File: src/rtl/asignador_voces_pkg.sv
// Shared synthesizer definitions: note numbering, index widths and a small voice-count helper.
package asignador_voces_pkg;

  localparam int N_NOTAS = 12;
  localparam int NOTA_W  = 4;
  localparam int RANK_W  = 3;

  typedef enum logic [NOTA_W-1:0] {
    DO    = 4'd0,
    DO_S  = 4'd1,
    RE    = 4'd2,
    RE_S  = 4'd3,
    MI    = 4'd4,
    FA    = 4'd5,
    FA_S  = 4'd6,
    SOL   = 4'd7,
    SOL_S = 4'd8,
    LA    = 4'd9,
    LA_S  = 4'd10,
    SI    = 4'd11
  } nota_e;

  function automatic logic [3:0] cuenta_voces(input logic [7:0] v);
    logic [3:0] n;
    n = '0;
    for (int i = 0; i < 8; i++) begin
      n = n + 4'(v[i]);
    end
    return n;
  endfunction

endpackage

File: src/rtl/asignador_voces_sincronizador_flanco.sv
// Two-flop synchronizer for asynchronous button levels, plus rising/falling edge detect
// against a third flop.
module sincronizador_flanco #(
  parameter int W = 12
) (
  input  logic         clk,
  input  logic         rst,
  input  logic [W-1:0] d,
  output logic [W-1:0] sube,
  output logic [W-1:0] baja
);

  logic [W-1:0] s1_q, s1_d;
  logic [W-1:0] s2_q, s2_d;
  logic [W-1:0] prev_q, prev_d;

  always_comb begin
    s1_d   = d;
    s2_d   = s1_q;
    prev_d = s2_q;
  end

  always_ff @(posedge clk) begin
    if (rst) begin
      s1_q   <= '0;
      s2_q   <= '0;
      prev_q <= '0;
    end else begin
      s1_q   <= s1_d;
      s2_q   <= s2_d;
      prev_q <= prev_d;
    end
  end

  assign sube = s2_q & ~prev_q;
  assign baja = ~s2_q & prev_q;

endmodule

File: src/rtl/asignador_voces.sv
// Polyphonic voice allocator: queues note press/release events and maps them onto a
// fixed pool of tone-generator voices, stealing the least recently allocated voice when full.
module asignador_voces
  import asignador_voces_pkg::NOTA_W, asignador_voces_pkg::RANK_W,
         asignador_voces_pkg::cuenta_voces;
#(
  parameter int N_VOCES = 4,
  parameter int N_NOTAS = asignador_voces_pkg::N_NOTAS
) (
  input  logic                  clk,
  input  logic                  rst,
  input  logic                  en,
  input  logic [N_NOTAS-1:0]    notas,
  output logic [N_VOCES-1:0]    voz_activa,
  output logic [4*N_VOCES-1:0]  voz_nota,
  output logic                  robo,
  output logic [3:0]            ocupadas
);

  localparam int VOZ_W = $clog2(N_VOCES);

  logic [N_NOTAS-1:0] sube, baja;
  logic [N_NOTAS-1:0] pend_press_q, pend_press_d;
  logic [N_NOTAS-1:0] pend_rel_q, pend_rel_d;
  logic [N_VOCES-1:0] activa_q, activa_d;
  logic [NOTA_W-1:0]  nota_q [N_VOCES];
  logic [NOTA_W-1:0]  nota_d [N_VOCES];
  logic [RANK_W-1:0]  rank_q [N_VOCES];
  logic [RANK_W-1:0]  rank_d [N_VOCES];
  logic               robo_q, robo_d;
  logic [3:0]         ocupadas_q, ocupadas_d;

  logic [NOTA_W-1:0]  rel_idx, press_idx;
  logic [VOZ_W-1:0]   libre_idx, lru_idx, voz_sel;
  logic               hay_libre, ya_sonando;

  sincronizador_flanco #(.W(N_NOTAS)) u_sinc (
    .clk  (clk),
    .rst  (rst),
    .d    (notas),
    .sube (sube),
    .baja (baja)
  );

  // Descending loops so the lowest matching index is the last one written.
  always_comb begin
    rel_idx    = '0;
    press_idx  = '0;
    for (int i = N_NOTAS-1; i >= 0; i--) begin
      if (pend_rel_q[i])   rel_idx   = NOTA_W'(i);
      if (pend_press_q[i]) press_idx = NOTA_W'(i);
    end
    libre_idx  = '0;
    lru_idx    = '0;
    hay_libre  = 1'b0;
    ya_sonando = 1'b0;
    for (int k = N_VOCES-1; k >= 0; k--) begin
      if (!activa_q[k]) begin
        libre_idx = VOZ_W'(k);
        hay_libre = 1'b1;
      end
      if (rank_q[k] == '0) lru_idx = VOZ_W'(k);
      if (activa_q[k] && (nota_q[k] == press_idx)) ya_sonando = 1'b1;
    end
    voz_sel = hay_libre ? libre_idx : lru_idx;
  end

  always_comb begin
    pend_press_d = pend_press_q;
    pend_rel_d   = pend_rel_q;
    activa_d     = activa_q;
    nota_d       = nota_q;
    rank_d       = rank_q;
    robo_d       = 1'b0;

    if (pend_rel_q != '0) begin
      pend_rel_d[rel_idx] = 1'b0;
      for (int k = 0; k < N_VOCES; k++) begin
        if (activa_q[k] && (nota_q[k] == rel_idx)) activa_d[k] = 1'b0;
      end
    end else if (pend_press_q != '0) begin
      pend_press_d[press_idx] = 1'b0;
      // A note already sounding keeps its voice so it is never held twice.
      if (!ya_sonando) begin
        activa_d[voz_sel] = 1'b1;
        nota_d[voz_sel]   = press_idx;
        robo_d            = !hay_libre;
        for (int k = 0; k < N_VOCES; k++) begin
          if (rank_q[k] > rank_q[voz_sel]) rank_d[k] = rank_q[k] - RANK_W'(1);
        end
        rank_d[voz_sel] = RANK_W'(N_VOCES-1);
      end
    end

    pend_press_d = (pend_press_d | sube) & ~baja;
    pend_rel_d   = pend_rel_d | baja;

    if (!en) begin
      pend_press_d = '0;
      pend_rel_d   = '0;
      activa_d     = '0;
      nota_d       = nota_q;
      rank_d       = rank_q;
      robo_d       = 1'b0;
    end

    ocupadas_d = cuenta_voces(8'(activa_d));
  end

  always_ff @(posedge clk) begin
    if (rst) begin
      pend_press_q <= '0;
      pend_rel_q   <= '0;
      activa_q     <= '0;
      robo_q       <= 1'b0;
      ocupadas_q   <= '0;
      for (int k = 0; k < N_VOCES; k++) begin
        nota_q[k] <= '0;
        rank_q[k] <= RANK_W'(k);
      end
    end else begin
      pend_press_q <= pend_press_d;
      pend_rel_q   <= pend_rel_d;
      activa_q     <= activa_d;
      robo_q       <= robo_d;
      ocupadas_q   <= ocupadas_d;
      for (int k = 0; k < N_VOCES; k++) begin
        nota_q[k] <= nota_d[k];
        rank_q[k] <= rank_d[k];
      end
    end
  end

  for (genvar g = 0; g < N_VOCES; g++) begin : g_nota
    assign voz_nota[4*g +: 4] = nota_q[g];
  end

  assign voz_activa = activa_q;
  assign robo       = robo_q;
  assign ocupadas   = ocupadas_q;

endmodule

File: config.mk
export PLATFORM = sky130hd
export DESIGN_NAME = asignador_voces
export DESIGN_NICKNAME = d
export VERILOG_FILES = /design/src/rtl/asignador_voces_pkg.sv /design/src/rtl/asignador_voces_sincronizador_flanco.sv /design/src/rtl/asignador_voces.sv
export SDC_FILE = /design/constraint.sdc
export NUM_CORES = 1
export LEC_CHECK = 0
export ABC_AREA = 1
export CAP_MARGIN = 20
export CORE_AREA = 5 5 84 143
export DETAILED_ROUTE_END_ITERATION = 10
export DIE_AREA = 0 0 89 148
export HOLD_SLACK_MARGIN = 0.06
export MAX_ROUTING_LAYER = met4
export PLACE_DENSITY = 0.71
export REMOVE_ABC_BUFFERS = 1
export SYNTH_ARGS = -nofsm -noshare
export SYNTH_HDL_FRONTEND = slang
export SYNTH_SLANG_ARGS = --single-unit
File: constraint.sdc
create_clock -name clk -period 3 [get_ports clk]
set_input_delay 0.3 -clock clk [delete_from_list [all_inputs] [get_ports clk]]
set_output_delay 0.3 -clock clk [all_outputs]
set_load 0.05 [all_outputs]
==> metrics.csv, run 1 <==
stage;metric;value;unit
yosys;netlist_instances;735;
place;port_buffers;38;
floorplan;ios;40;
global_routing;grt_pass1_wl;24.16;mm
worst_setup_path;worst-path-max-fanout;7;
floorplan;std_cell_rows;50;
worst_hold_path;hp-start;u_sinc.s1_q[2];
worst_hold_path;hold_end;u_sinc.prev_d[2];
detailed_routing;detailroute.via_count;5281;
worst_setup_path;timing.rr.end;ocupadas[1];
worst_setup_path;critPathBufInv;4;
global_routing;first_global_vias;5188;
finish;layout-drive-gt1-share;28.28;%
worst_setup_path;end_kind;flip-flop;
yosys;yosysSeqAreaShare;37.02;%
worst_setup_path;arrival;3.33;ns
clock_network;clock_path_buffers;2;
yosys;avgSynthCellArea;7.063;um^2
timing;layout_min_cycle_time;3.114;ns
worst_setup_path;r2r-start;pend_press_q[6];
worst_setup_path;path_delay_family;simple AND/OR/NAND/NOR gates;
clock_network;clock-root-buffer;clkbuf_16;
timing;finClkSkew;0.007856;ns
yosys;yosys.cell_types.count;49;
clock_network;cts_tree;built;
detailed_routing;wl_per_cell;15.92;um
worst_setup_path;crit_chain;nor2_4, nand3_4, nor2_4, nand2_4, buf_4, xor2_1, a21oi_1, o211ai_1, nor2_4, inv_1, nand4_1, and2_4, fa_1, inv_2, ha_4, ha_4, inv_2, nor2_2;
global_routing;antenna_found_initial;0;
floorplan;die_w;89;um
timing;finalSetupTns;-0.2232;ns
worst_hold_path;holdPathStages;2;
worst_setup_path;slowest_stage;fa_1;
finish;fin_nets;917;
yosys;ys_async_sr_fraction;0;%
yosys;synth_top_cell_by_area;dfxtp_1;
place;post-dp-hpwl;12.09;mm
clock_network;htreeDepth;3;
detailed_routing;dr.pass1.iters;5;
timing;worst-slew-pin-transition;0.9119;ns
global_routing;grt_max_degree;52;
finish;diodes;0;
detailed_routing;routed_wl;16.14;mm
worst_setup_path;cp_slowest_stage_delay;0.53;ns
detailed_routing;drt-vias-per-instance;5.208;
finish;num-fill-cells;927;
finish;fin_util;67.08;%
global_routing;grt-ovfl-total;0;
yosys;yosys_warnings;0;
yosys;synth_edf_count;0;
clock_network;clock-sinks;96;
power;power.density;504.8;nW/um^2
floorplan;core-area;10700;um^2
timing;setup_ws;-0.1143;ns
detailed_routing;first_iter_violations;285;
yosys;ys_seq_elements;96;
place;place_congestion;0.9699;
detailed_routing;postRouteAntennaNets;0;
timing;rsz0062_at_grt;yes;
finish;area_growth;38.23;%
worst_setup_path;cp_common_cell;nor2_4;
power;p_leak;3.267;nW
timing;maxSlewViolCount;0;
floorplan;die_area;13170;um^2
floorplan;initial_utilization;48.53;%
power;max-vdd-ir-drop;0.4174;mV
worst_setup_path;r2r_cells;18;
yosys;netlist_area;5191;um^2
floorplan;die_h;148;um
timing;period_share;103.8;%
timing;setup_violations;5;
timing;slew_headroom;39.06;%
timing;hold_viol;0;
global_routing;grtUsageTotal;24.66;%
timing;timing.fmax;0.3211;GHz
job;max_cap_violations;0;
worst_setup_path;worstSetupStartpointType;flip-flop;
yosys;yosys_most_used_dff;dfxtp_1;
worst_setup_path;cp.required;3.22;ns
worst_setup_path;r2r_slack;-0.11;ns
yosys;netlist_top_cells_count;147 x nand2_1, 122 x inv_1, 119 x nor2_1, 96 x dfxtp_1, 39 x a21oi_1;
worst_setup_path;critical_path_class;flip-flop to flip-flop;
clock_network;hold_buffers;0;
clock_network;clock_latency;0.35;ns
clock_network;clk_pin_slew;0.07;ns
outcome;violations;setup timing;
yosys;synth_most_common_cell;nand2_1;
clock_network;numCtsBuffers;9;
worst_hold_path;min_path_type;flip-flop to flip-flop;
yosys;yosys-top-cells-area;dfxtp_1 37%, nand2_1 11%, inv_1 8.8%;
detailed_routing;route.detailed.drc;0;
yosys;synth_top_area_share;37.02;%
outcome;outcome;finished, violations left;
## how the worst max path moves through the flow
stage,endpoint,cells after the start,from
CTS,ocupadas[1],21,pend_press_q[7]
global route,ocupadas[1],21,pend_press_q[6]
floorplan,rank_q[8],18,voz_activa[1]
detailed placement,ocupadas[1],19,pend_press_q[7]
finish,ocupadas[1],18,pend_press_q[6]
global placement,ocupadas[1],19,pend_press_q[6]
## per-stage QoR
stage / setup slack (ns) / instance area (um^2) / hold slack [ns] / power [W] / instances
after floorplan: -0.1715 / 5084 / 0.3624 / 0.001907 / 720
after global placement: -0.2212 / 6290 / 0.3896 / 0.002254 / 977
after detailed placement: -0.2460 / 6290 / 0.3957 / 0.002268 / 977
after CTS: -0.1046 / 6779 / 0.4067 / 0.003449 / 1004
after global routing: -0.2596 / 7176 / 0.4230 / 0.003795 / 1014
final: -0.1143 / 7176 / 0.4021 / 0.003622 / 1014
## worst register-to-register path, cell delays in order, from the launching register on
cell and delay [ns]:
dfxtp_4 0.37, nor2_4 0.14, nand3_4 0.11, nor2_4 0.14, nand2_4 0.11, buf_4 0.16
xor2_1 0.13, a21oi_1 0.06, o211ai_1 0.19, nor2_4 0.07, inv_1 0.13, nand4_1 0.16
and2_4 0.20, fa_1 0.53, inv_2 0.05, ha_4 0.16, ha_4 0.23, inv_2 0.05
nor2_2 0.03
## placed cells by master, fill, tap and decap left out, types with 6 or more instances in the layout
cell type	count
a21oi_1	32
a21oi_2	8
buf_4	104
clkbuf_16	9
clkdlybuf4s50_1	37
dfxtp_1	89
ha_1	9
ha_4	12
inv_1	107
inv_2	15
nand2_1	130
nand2_2	15
nand2_4	8
nand3_1	34
nand3_2	7
nand3_4	7
nand4_1	15
nor2_1	114
nor2_2	6
nor2_4	8
nor3_1	9
o21ai_0	26
o21ai_1	7
o21ai_2	8
xor2_1	9
## cell type report
cell class / instances / area (um^2) / share of cell area, %
Clock inverter: 7 / 61.31 / 0.8544
Tap cell: 130 / 162.7 / 2.267
Inverter: 127 / 491.7 / 6.853
Multi-Input combinational cell: 497 / 3058 / 42.62
Clock buffer: 9 / 225.2 / 3.139
Sequential cell: 96 / 1936 / 26.97
Timing Repair Buffer: 148 / 1241 / 17.30
## sequential cells by signal (all words and copies together), names as in the netlist
register       count
pend_press_q      12
ocupadas           3
voz_nota          16
u_sinc.s1_q       12
u_sinc.prev_d     12
pend_rel_q        12
voz_activa         4
rank_q            12
u_sinc.prev_q     12
robo               1
## where the power goes
part	switching, W	internal (W)
registers	0.0000315	0.00133
clock network	0.000541	0.000580
logic	0.000653	0.000491
total	0.00123	0.00240
## routing by layer
metal	GRT usage, %	vias to the layer above	wire length [um]
li1	-	2605	-
met4	16.54	0	1312
met5	-	-	0
met3	3.569	81	555
met1	22.19	2438	5390
met2	45.46	157	8880
## cells by family after synthesis
family	Yosys count	synth area share, %
adders and majority gates	23	5.688
xor gates and xnor gates	11	2.001
buffers and inverters	142	11.40
and+or+nand+nor	360	32.80
DFF	96	37.02
other	1	0.07224
AOI/OAI and AO/OA	102	11.01
## timing repair
item,CTS,global route
gates resized for setup,43,77
buffers inserted,11,13
pin swaps,28,56
endpoints found under the setup margin,14,15
(Power assumes the default switching activity.)
==> inputs of run 2 (changes only) <==
--- a/constraint.sdc
+++ b/constraint.sdc
@@ -3,2 +3,2 @@
 set_output_delay 0.3 -clock clk [all_outputs]
-set_load 0.05 [all_outputs]
+set_load 0.01 [all_outputs]
==> results of run 2 <==
The final DEF is identical to that of run 1. Status: finished, violations left: setup timing.
Main changes from that run: total power 0.003622 W -> 0.003591 W; worst IR drop on VDD 0.4174 mV -> 0.4173 mV
==> inputs of run 3 (changes only) <==
SKIP_CTS_REPAIR_TIMING = 1   (was unset)
SLEW_MARGIN = 30   (was unset)
==> metrics.csv, run 3 (synthesis gave the netlist of run 1 again) <==
stage;metric;value;unit
worst_setup_path;arrival;3.34;ns
worst_setup_path;r2r-start;pend_press_q[7];
timing;setup_violations;5;
power;p_leak;3.219;nW
timing;finClkSkew;0.007452;ns
power;power.density;501.7;nW/um^2
floorplan;die_h;148;um
worst_setup_path;r2r_slack;-0.12;ns
place;placed_area;6290;um^2
floorplan;core-area;10700;um^2
timing;rsz0062_at_grt;yes;
global_routing;grtUsageTotal;24.27;%
clock_network;clock-root-buffer;clkbuf_16;
outcome;outcome;finished, violations left;
timing;period_share;104.1;%
worst_setup_path;r2r_cells;18;
clock_network;clock_path_buffers;2;
finish;largest_register_ffs;16;
floorplan;die_w;89;um
worst_setup_path;critical_path_class;flip-flop to flip-flop;
timing;slew_headroom;38.57;%
finish;diodes;0;
outcome;violations;setup timing;
timing;hold_viol;0;
global_routing;grt-ovfl-total;0;
detailed_routing;route.detailed.drc;0;
detailed_routing;wl_per_cell;15.62;um
timing;setup_ws;-0.1226;ns
floorplan;ios;40;
finish;final_cell_area;7097;um^2
finish;fin_nets;911;
clock_network;clk_pin_slew;0.07;ns
place;post-dp-hpwl;12.09;mm
timing;timing.fmax;0.3202;GHz
worst_hold_path;holdPathStages;2;
floorplan;std_cell_rows;50;
clock_network;clock_latency;0.34;ns
power;power.total;0.003560;W
global_routing;first_global_vias;5050;
clock_network;clock-sinks;96;
floorplan;initial_utilization;48.53;%
clock_network;numCtsBuffers;9;
worst_hold_path;hp-start;u_sinc.s1_q[2];
detailed_routing;detailroute.via_count;5206;
finish;layout.cells.most_common;nand2_1;
detailed_routing;routed_wl;15.74;mm
worst_setup_path;timing.rr.end;ocupadas[1];
global_routing;grt_max_degree;52;
timing;worst-slew-pin-transition;0.9192;ns
finish;num-fill-cells;926;
worst_setup_path;worst-path-max-fanout;6;
timing;maxSlewViolCount;0;
place;place_congestion;0.9699;
global_routing;antenna_found_initial;0;
finish;area_growth;36.71;%
detailed_routing;postRouteAntennaNets;0;
global_routing;grt_pass1_wl;23.74;mm
detailed_routing;dr.pass1.iters;5;
worst_setup_path;end_kind;flip-flop;
finish;multiInputGateArea;3039;um^2
finish;final-seq-area;1934;um^2
power;max-vdd-ir-drop;0.4295;mV
timing;layout_min_cycle_time;3.123;ns
finish;final_cell_mix;134 x nand2_1, 113 x nor2_1, 106 x inv_1, 98 x buf_4, 88 x dfxtp_1;
job;max_cap_violations;0;
finish;layout-drive-gt1-share;27.33;%
clock_network;htreeDepth;3;
detailed_routing;first_iter_violations;366;
worst_hold_path;hold_end;u_sinc.prev_d[2];
detailed_routing;drt-vias-per-instance;5.165;
worst_setup_path;worstSetupStartpointType;flip-flop;
clock_network;cts_tree;built;
worst_hold_path;min_path_type;flip-flop to flip-flop;
place;port_buffers;38;
worst_setup_path;cp.required;3.22;ns
floorplan;die_area;13170;um^2
## run 3: changes by cell type in the layout (fill, tap and decap cells not counted), sizes merged
cell,previous run,this run
buf,111,105
## run 3: worst max path at each step
stage               slack, ns  cells past startpoint           to             from
global placement        -0.22                     19  ocupadas[1]  pend_press_q[6]
CTS                     -0.29                     19  ocupadas[1]  pend_press_q[7]
finish                  -0.12                     18  ocupadas[1]  pend_press_q[7]
detailed placement      -0.25                     19  ocupadas[1]  pend_press_q[7]
global route            -0.25                     21  ocupadas[1]  pend_press_q[7]
floorplan               -0.12                     20    rank_q[8]        rank_q[0]
## run 3: metrics by stage
step,hold slack [ns],setup TNS [ns],utilization [%],std cells,setup slack (ns)
2_1_floorplan,0.3624,-0.3605,-,720,-0.1203
3_3_place_gp,0.3896,-1.168,58.80,977,-0.2212
3_5_place_dp,0.3957,-1.911,58.80,977,-0.2460
4_1_cts,0.4067,-2.304,61.47,993,-0.2883
5_1_grt,0.4230,-1.795,66.34,1008,-0.2482
6_report,0.4016,-0.3059,66.34,1008,-0.1226
## run 3: layout make-up
| type | instances | area share, % |
|---|---|---|
| Clock buffer | 9 | 3.173 |
| Clock inverter | 7 | 0.8639 |
| Multi-Input combinational cell | 497 | 42.82 |
| Sequential cell | 96 | 27.26 |
| Timing Repair Buffer | 142 | 16.73 |
| Inverter | 127 | 6.858 |
| Tap cell | 130 | 2.292 |
## run 3: per-layer routing
layer  vias up  track usage [%]  routed length, um
li1       2589                -                  -
met4         0            15.72               1088
met2       140            44.42               8830
met1      2406            22.26               5237
met5         -                -                  0
met3        71            3.737                584
## run 3: worst max-delay path, cell delays in order (launching register included)
cell	delay, ns
dfxtp_4	0.37
nor2_4	0.14
nand3_4	0.11
nor2_4	0.14
nand2_4	0.10
buf_4	0.16
xor2_1	0.12
a21oi_1	0.05
o211ai_1	0.18
nor2_4	0.07
inv_1	0.13
nand4_1	0.17
and2_4	0.20
fa_1	0.53
inv_2	0.05
ha_4	0.16
ha_4	0.23
inv_2	0.05
nor2_2	0.03
## run 3: power breakdown
part	total [W]	internal (W)	switching (W)
clock network	0.00112	0.000580	0.000538
logic	0.00109	0.000481	0.000604
registers	0.00136	0.00133	0.0000301
